--- config.mk ---
export PLATFORM = sky130hd
export DESIGN_NAME = lz77_decoder_flat
export DESIGN_NICKNAME = d
export VERILOG_FILES = /design/src/rtl/lz77_decoder_pkg.sv /design/src/rtl/lz77_decoder_if.sv /design/src/rtl/lz77_decoder_search_window.sv /design/src/rtl/lz77_decoder.sv /design/src/flat_wrapper.sv
export SDC_FILE = /design/constraint.sdc
export NUM_CORES = 1
export LEC_CHECK = 0
export ABC_AREA = 1
export CORE_ASPECT_RATIO = 1.25
export CORE_MARGIN = 1
export CORE_UTILIZATION = 55
export CTS_CLUSTER_DIAMETER = 200
export DETAILED_ROUTE_END_ITERATION = 7
export HOLD_SLACK_MARGIN = 0.15
export PLACE_DENSITY = 0.81
export SETUP_SLACK_MARGIN = 0.05
export SYNTH_ARGS = -nofsm -noshare
export SYNTH_HDL_FRONTEND = slang
export SYNTH_SLANG_ARGS = --single-unit
--- constraint.sdc ---
create_clock -name clk -period 5.2 [get_ports clk]
set_clock_uncertainty 0.2 [all_clocks]
set_input_delay 0.78 -clock clk [delete_from_list [all_inputs] [get_ports clk]]
set_output_delay 0.78 -clock clk [all_outputs]
set_load 0.005 [all_outputs]
--- src/rtl/lz77_decoder_pkg.sv ---
// Shared LZ77 constants and decoder state encoding (also used by the encoder side).
package lz77_pkg;
  localparam int SB_LEN = 30;
  localparam int LA_LEN = 25;
  localparam int CHAR_W = 4;
  localparam int TOTAL  = 8192;
  localparam int OFF_W  = 5;
  localparam int LEN_W  = 5;
  localparam int CNT_W  = 14;
  localparam logic [7:0] EOF_CHAR = 8'h24;

  typedef enum logic [1:0] {
    IDLE = 2'd0,
    COPY = 2'd1,
    LAST = 2'd2,
    DONE = 2'd3
  } state_t;
endpackage

--- src/rtl/lz77_decoder_if.sv ---
// Token input / symbol output bundle between the token source and the decoder.
interface lz77_decoder_if;
  logic       in_valid;
  logic       in_ready;
  logic [4:0] offset;
  logic [4:0] match_len;
  logic [7:0] char_nxt;
  logic       out_valid;
  logic [7:0] char_out;
  logic       finish;
  logic       err;

  modport master (
    output in_valid, offset, match_len, char_nxt,
    input  in_ready, out_valid, char_out, finish, err
  );

  modport slave (
    input  in_valid, offset, match_len, char_nxt,
    output in_ready, out_valid, char_out, finish, err
  );
endinterface

--- src/rtl/lz77_decoder_search_window.sv ---
// Search window: shift register of the most recent symbols, win_q[0] newest.
module lz77_search_window
  import lz77_pkg::*;
(
  input  logic              clk,
  input  logic              reset,
  input  logic              shift_en_i,
  input  logic [CHAR_W-1:0] din_i,
  input  logic [OFF_W-1:0]  rd_idx_i,
  output logic [CHAR_W-1:0] rd_data_o
);
  logic [CHAR_W-1:0] win_q [SB_LEN];

  // Shift a new symbol in at index 0, ageing every older entry by one.
  always_ff @(posedge clk or posedge reset) begin
    if (reset) begin
      for (int k = 0; k < SB_LEN; k++) win_q[k] <= '0;
    end else if (shift_en_i) begin
      win_q[0] <= din_i;
      for (int k = 1; k < SB_LEN; k++) win_q[k] <= win_q[k-1];
    end
  end

  // Indices beyond the window read as zero so the read never leaves the array.
  assign rd_data_o = (rd_idx_i < OFF_W'(SB_LEN)) ? win_q[rd_idx_i] : '0;
endmodule

--- src/rtl/lz77_decoder.sv ---
// LZ77 token decoder: expands (offset, match_len, char_nxt) into one symbol per cycle.
module lz77_decoder
  import lz77_pkg::*;
(
  input  logic          clk,
  input  logic          reset,
  lz77_decoder_if.slave bus
);
  state_t            state_q, state_d;
  logic [OFF_W-1:0]  off_q, off_d;
  logic [LEN_W-1:0]  len_q, len_d;
  logic [7:0]        nxt_q, nxt_d;
  logic [CNT_W-1:0]  cnt_q, cnt_d;
  logic              out_valid_q, out_valid_d;
  logic [7:0]        char_out_q, char_out_d;
  logic              finish_q, finish_d;
  logic              err_q, err_d;

  logic              in_ready;
  logic              accept;
  logic              take;
  logic              bump;
  logic              win_shift;
  logic [CHAR_W-1:0] win_din;
  logic [CHAR_W-1:0] win_rd;

  lz77_search_window u_window (
    .clk        (clk),
    .reset      (reset),
    .shift_en_i (win_shift),
    .din_i      (win_din),
    .rd_idx_i   (off_q),
    .rd_data_o  (win_rd)
  );

  assign in_ready = (state_q == IDLE) || (state_q == LAST);
  assign accept   = bus.in_valid && in_ready;

  // Next-state logic: emit copies/literal, count symbols, latch chained tokens, flag errors.
  always_comb begin
    state_d     = state_q;
    off_d       = off_q;
    len_d       = len_q;
    nxt_d       = nxt_q;
    cnt_d       = cnt_q;
    out_valid_d = 1'b0;
    char_out_d  = char_out_q;
    finish_d    = finish_q;
    err_d       = err_q;
    take        = 1'b0;
    bump        = 1'b0;
    win_shift   = 1'b0;
    win_din     = nxt_q[CHAR_W-1:0];

    case (state_q)
      IDLE: begin
        take = accept;
      end
      COPY: begin
        char_out_d  = {4'b0, win_rd};
        out_valid_d = 1'b1;
        win_shift   = 1'b1;
        win_din     = win_rd;
        bump        = 1'b1;
        len_d       = len_q - 1'b1;
        if (len_q == LEN_W'(1)) state_d = LAST;
      end
      LAST: begin
        if (nxt_q == EOF_CHAR) begin
          // End token: no symbol, any token offered now is dropped.
          finish_d = 1'b1;
          state_d  = DONE;
          if (cnt_q != CNT_W'(TOTAL)) err_d = 1'b1;
        end else begin
          char_out_d  = {4'b0, nxt_q[CHAR_W-1:0]};
          out_valid_d = 1'b1;
          win_shift   = 1'b1;
          bump        = 1'b1;
          state_d     = IDLE;
          take        = accept;
        end
      end
      default: ;
    endcase

    if (bump) begin
      if (cnt_q == CNT_W'(TOTAL)) err_d = 1'b1;
      else                        cnt_d = cnt_q + 1'b1;
    end

    // Offsets are checked against the history including this cycle's symbol.
    if (take) begin
      off_d   = bus.offset;
      len_d   = bus.match_len;
      nxt_d   = bus.char_nxt;
      state_d = (bus.match_len == '0) ? LAST : COPY;
      if (bus.match_len > LEN_W'(LA_LEN - 1)) err_d = 1'b1;
      if (bus.match_len != '0) begin
        if (bus.offset > OFF_W'(SB_LEN - 1))                 err_d = 1'b1;
        if ({{(CNT_W-OFF_W){1'b0}}, bus.offset} >= cnt_d)     err_d = 1'b1;
      end
    end
  end

  // State, token and output registers; reset aborts any token in flight.
  always_ff @(posedge clk or posedge reset) begin
    if (reset) begin
      state_q     <= IDLE;
      off_q       <= '0;
      len_q       <= '0;
      nxt_q       <= '0;
      cnt_q       <= '0;
      out_valid_q <= 1'b0;
      char_out_q  <= '0;
      finish_q    <= 1'b0;
      err_q       <= 1'b0;
    end else begin
      state_q     <= state_d;
      off_q       <= off_d;
      len_q       <= len_d;
      nxt_q       <= nxt_d;
      cnt_q       <= cnt_d;
      out_valid_q <= out_valid_d;
      char_out_q  <= char_out_d;
      finish_q    <= finish_d;
      err_q       <= err_d;
    end
  end

  assign bus.in_ready  = in_ready;
  assign bus.out_valid = out_valid_q;
  assign bus.char_out  = char_out_q;
  assign bus.finish    = finish_q;
  assign bus.err       = err_q;
endmodule

--- src/flat_wrapper.sv ---
// flat-port wrapper written by rule: the top's interface ports become plain ports
module lz77_decoder_flat import lz77_pkg::*;
  (clk, reset, bus_in_valid, bus_offset, bus_match_len, bus_char_nxt, bus_in_ready, bus_out_valid, bus_char_out, bus_finish, bus_err);
  lz77_decoder_if bus_i ();
  input  logic clk;
  input  logic reset;
  input wire logic [$bits(bus_i.in_valid)-1:0] bus_in_valid;
  input wire logic [$bits(bus_i.offset)-1:0] bus_offset;
  input wire logic [$bits(bus_i.match_len)-1:0] bus_match_len;
  input wire logic [$bits(bus_i.char_nxt)-1:0] bus_char_nxt;
  output wire logic [$bits(bus_i.in_ready)-1:0] bus_in_ready;
  output wire logic [$bits(bus_i.out_valid)-1:0] bus_out_valid;
  output wire logic [$bits(bus_i.char_out)-1:0] bus_char_out;
  output wire logic [$bits(bus_i.finish)-1:0] bus_finish;
  output wire logic [$bits(bus_i.err)-1:0] bus_err;
  assign bus_i.in_valid = bus_in_valid;
  assign bus_i.offset = bus_offset;
  assign bus_i.match_len = bus_match_len;
  assign bus_i.char_nxt = bus_char_nxt;
  assign bus_in_ready = bus_i.in_ready;
  assign bus_out_valid = bus_i.out_valid;
  assign bus_char_out = bus_i.char_out;
  assign bus_finish = bus_i.finish;
  assign bus_err = bus_i.err;
  lz77_decoder u_core (.clk(clk), .reset(reset), .bus(bus_i));
endmodule
==> results by group <==
Drt
  – Total Wirelength: 17,230 um
  – Vias per cell: ~5.5
  – First-pass iteration count of the detailed router: 5
  – Initial DRC count: between 400 and 500
  – Vias: between 6k and 7k
  – Routed wire per std cell: approximately 15 um
  – DRC viols: 0
  – Post-route ant nets: 0

Setup path
  – RR Startpoint: u_core.state_q[1]
  – Worst reg2reg endpoint: u_core.bus.err
  – CP required: 5320 ps
  – CP Capture Type: flop
  – CP arrival: 3590 ps
  – CP Max Fanout: 142
  – R2R Setup Slk: between 1500 and 2000 ps
  – WS Path Type: flop to flop
  – Cell count of the worst reg-to-reg path: 14
  – Crit start category: flop

Clock network
  – Setup Buffers After CTS: 0
  – Hold-fix buffers, CTS: 0
  – Cell chosen for the clock root: clkbuf_16
  – TritonCTS clock tree: yes
  – Clock sink count: roughly 160
  – Reg clk slew, reported paths: ~60 ps
  – Max clock buf depth: 2
  – Clock latency on the worst-skew pair: 430 ps
  – CTS Buf Count: 17
  – CTS H-tree depth: 4
  – Post-CTS sizing: 0

Synth
  – Seq/Total Area, Yosys: between 50% and 60%
  – Distinct cells, synth: 38
  – Synth top area share: roughly half
  – Yosys warnings: 0
  – Netlist area before placement: 8044 um^2
  – Area leader, netlist: dfrtp_1
  – Synthesized instance count: between 1k and 1.5k
  – Avg Cell Area, Syn: ~8.0 um^2
  – Top cells by area, synth: dfrtp_1 50%, nand2_1 12%, o21ai_0 10%, inv_1 5.1%, a21oi_1 4.0%
  – #FFs+latches synth: 161

Finish
  – Area grow syn2layout: 10.55%
  – Ant diodes: 0
  – NumNets Final: between 1k and 1.5k
  – FF+latch area: between 4000 and 5000 um^2
  – Layout cell share with drive strength beyond 1: roughly 6.4%
  – Fill cell count: about 1.2k
  – Multi-input logic area: approximately 3300 um^2

Place
  – HPWL Detailed: around 11,000 um
  – GPL Wtd Cong: approximately 0.88
  – PortBufs: 28

Timing
  – Shortest period the worst path allows: approximately 3500 ps
  – Fin. max-slew vios: 0
  – Worst slew margin: between 20% and 30%
  – Hold Slack: ~280 ps
  – Setup Viol. Count Final: 0
  – Setup TNS Final: 0 ps
  – Final Hold Viols: 0
  – Unrepaired setup endpoints after global routing: no
  – Worst-margin pin slew: between 1000 and 1500 ps
  – Tcrit/Tclk final: about two thirds
  – Max Clock Freq: 0.2886 GHz

Floorplan
  – Row cnt: just under 50
  – # IOs: 33
  – Die X: approximately 110 um
  – Initial core utilization: between 50% and 60%
  – Core ar.: 14,350 um^2
  – Die H: 137.2 um
  – Die area: roughly 15,000 um^2

Power and ir drop
  – Leak Pwr: roughly 4.0 nW
  – VDD IR max: between 0.6 and 0.7 mV
  – P per Cell Area: roughly 610 nW/um^2

Run status
  – Status: complete, no violations

Worst hold path
  – Min-delay src: u_core.bus.finish
  – Hold crit path type: flop to flop
  – Worst Hold Endpoint: u_core.bus.finish
  – Hold path cells: 1

Global route
  – First-pass GRT wire length: a little under 30,000 um
  – Grt ovf: 0
  – Antenna violations before repair: 0
  – Tot GR Track Use: 25.55%
  – Number of global-route vias before repair: about 6.3k
  – Largest net degree at the start of global routing: roughly 140

Run
  – Max_cap viols: 0
[final cells by class]
type / count / area share, %
inverters: 118 / 5.051
clock inverters: 9 / 1.491
multi-input cells: 666 / 36.61
clock buffers: 22 / 5.220
well taps: 178 / 2.505
flip-flops and latches: 161 / 45.32
repair buffers: 34 / 3.799
[critical path, cell delays in order (launching register included)]
cell     delay [ps]
dfrtp_1         400
inv_1            80
ha_1            300
inv_2           150
nand2_4         170
nand2_8         420
inv_4           200
buf_4           750
nand2_1          90
o21ai_1         140
nor2_1           70
nand3_1          80
nand2_1          50
nand2_1          50
nand2_1          50
[cells in the mapped netlist (all sizes together)]
master,count
a31oi,1
dfrtp,161
nand3,53
o21bai,1
conb,1
inv,118
or2,1
nor3,4
o2111ai,1
a21oi,65
xor2,6
xnor2,2
buf,38
clkbuf,21
o211ai,21
o21ai,170
nor4b,1
a211oi,1
ha,12
a22oi,1
nand3b,1
nand4,7
o311ai,2
nor2,41
nand2,271
[worst max path at each step]
stage | start | to
after floorplan | reset | u_core.bus.char_out[0]
after global placement | u_core.state_q[1] | u_core.bus.err
after detailed placement | u_core.state_q[1] | u_core.bus.err
after CTS | u_core.state_q[1] | u_core.bus.err
after global routing | u_core.state_q[1] | u_core.bus.err
final | u_core.state_q[1] | u_core.bus.err
[cell usage in the layout, fill, tap and decap left out, types with 2 or more instances in the layout]
master,Yosys,routed
nand2_1,261,261
o21ai_0,164,164
dfrtp_1,161,160
inv_1,110,109
a21oi_1,65,65
nand3_1,51,51
nor2_1,36,36
clkdlybuf4s50_1,0,28
o211ai_1,21,21
clkbuf_16,0,17
ha_1,12,12
nand2_2,7,7
inv_2,7,7
nand4_1,7,7
o21ai_1,6,6
buf_4,13,5
nor3_1,4,4
conb_1,1,4
nor2_4,3,3
xor2_2,3,3
xor2_1,3,3
clkinvlp_4,0,3
bufinv_16,0,3
clkbuf_1,21,3
nand2_4,2,2
nand3_2,2,2
xnor2_1,2,2
nor2_2,2,2
o311ai_0,2,2
clkinv_4,0,2
clkinv_2,0,2
clkbuf_8,0,2
[flip-flops by register name (all words and copies together) (netlist names)]
| name | flops |
|---|---|
| u_core.nxt_q | 8 |
| u_core.cnt_q | 14 |
| u_core.bus.err | 1 |
| u_core.bus.out_valid | 1 |
| u_core.off_q | 5 |
| u_core.bus.finish | 1 |
| u_core.len_q | 5 |
| u_core.bus.char_out | 4 |
| u_core.state_q | 2 |
| u_core.u_window.win_q | 120 |
[metal layers]
metal	global-route usage [%]	share of wire, %	routed length, um
met4	10.82	2.6	442
met1	33.79	44	7543
met2	41.42	50	8550
met5	0	0	0
met3	4.447	4.0	697
[stage by stage]
step | cells | setup slack, ps | power (W) | cell area (um^2) | util [%]
2_1_floorplan | 1004 | 2177 | 0.003674 | 8059 | -
3_3_place_gp | 1157 | 1856 | 0.004055 | 8295 | 57.82
3_5_place_dp | 1157 | 1785 | 0.004111 | 8295 | 57.82
4_1_cts | 1188 | 1780 | 0.005399 | 8892 | 61.98
5_1_grt | 1188 | 1334 | 0.005826 | 8892 | 61.98
6_report | 1188 | 1734 | 0.005383 | 8892 | 61.98
[kinds of logic (layout without fill, tap and decap cells)]
| logic type | after synthesis | in the layout | share of synthesized area (%) |
|---|---|---|---|
| AOI/OAI and AO/OA | 263 | 263 | 17.27 |
| other | 1 | 4 | 0.04662 |
| adders and majority gates | 12 | 12 | 1.866 |
| buffers and inverters | 177 | 183 | 9.582 |
| and+or+nand+nor | 379 | 379 | 20.00 |
| DFF | 161 | 161 | 50.09 |
| xor gates and xnor gates | 8 | 8 | 1.151 |
[report_power, final]
part	internal [W]	total [W]	switching, W	leakage [nW]
sequential	0.00160	0.00188	0.000284	2.15
clock	0.000777	0.00127	0.000491	0.286
combinational	0.000694	0.00223	0.00154	1.61
Note: power is estimated with default switching activity, not from simulation.
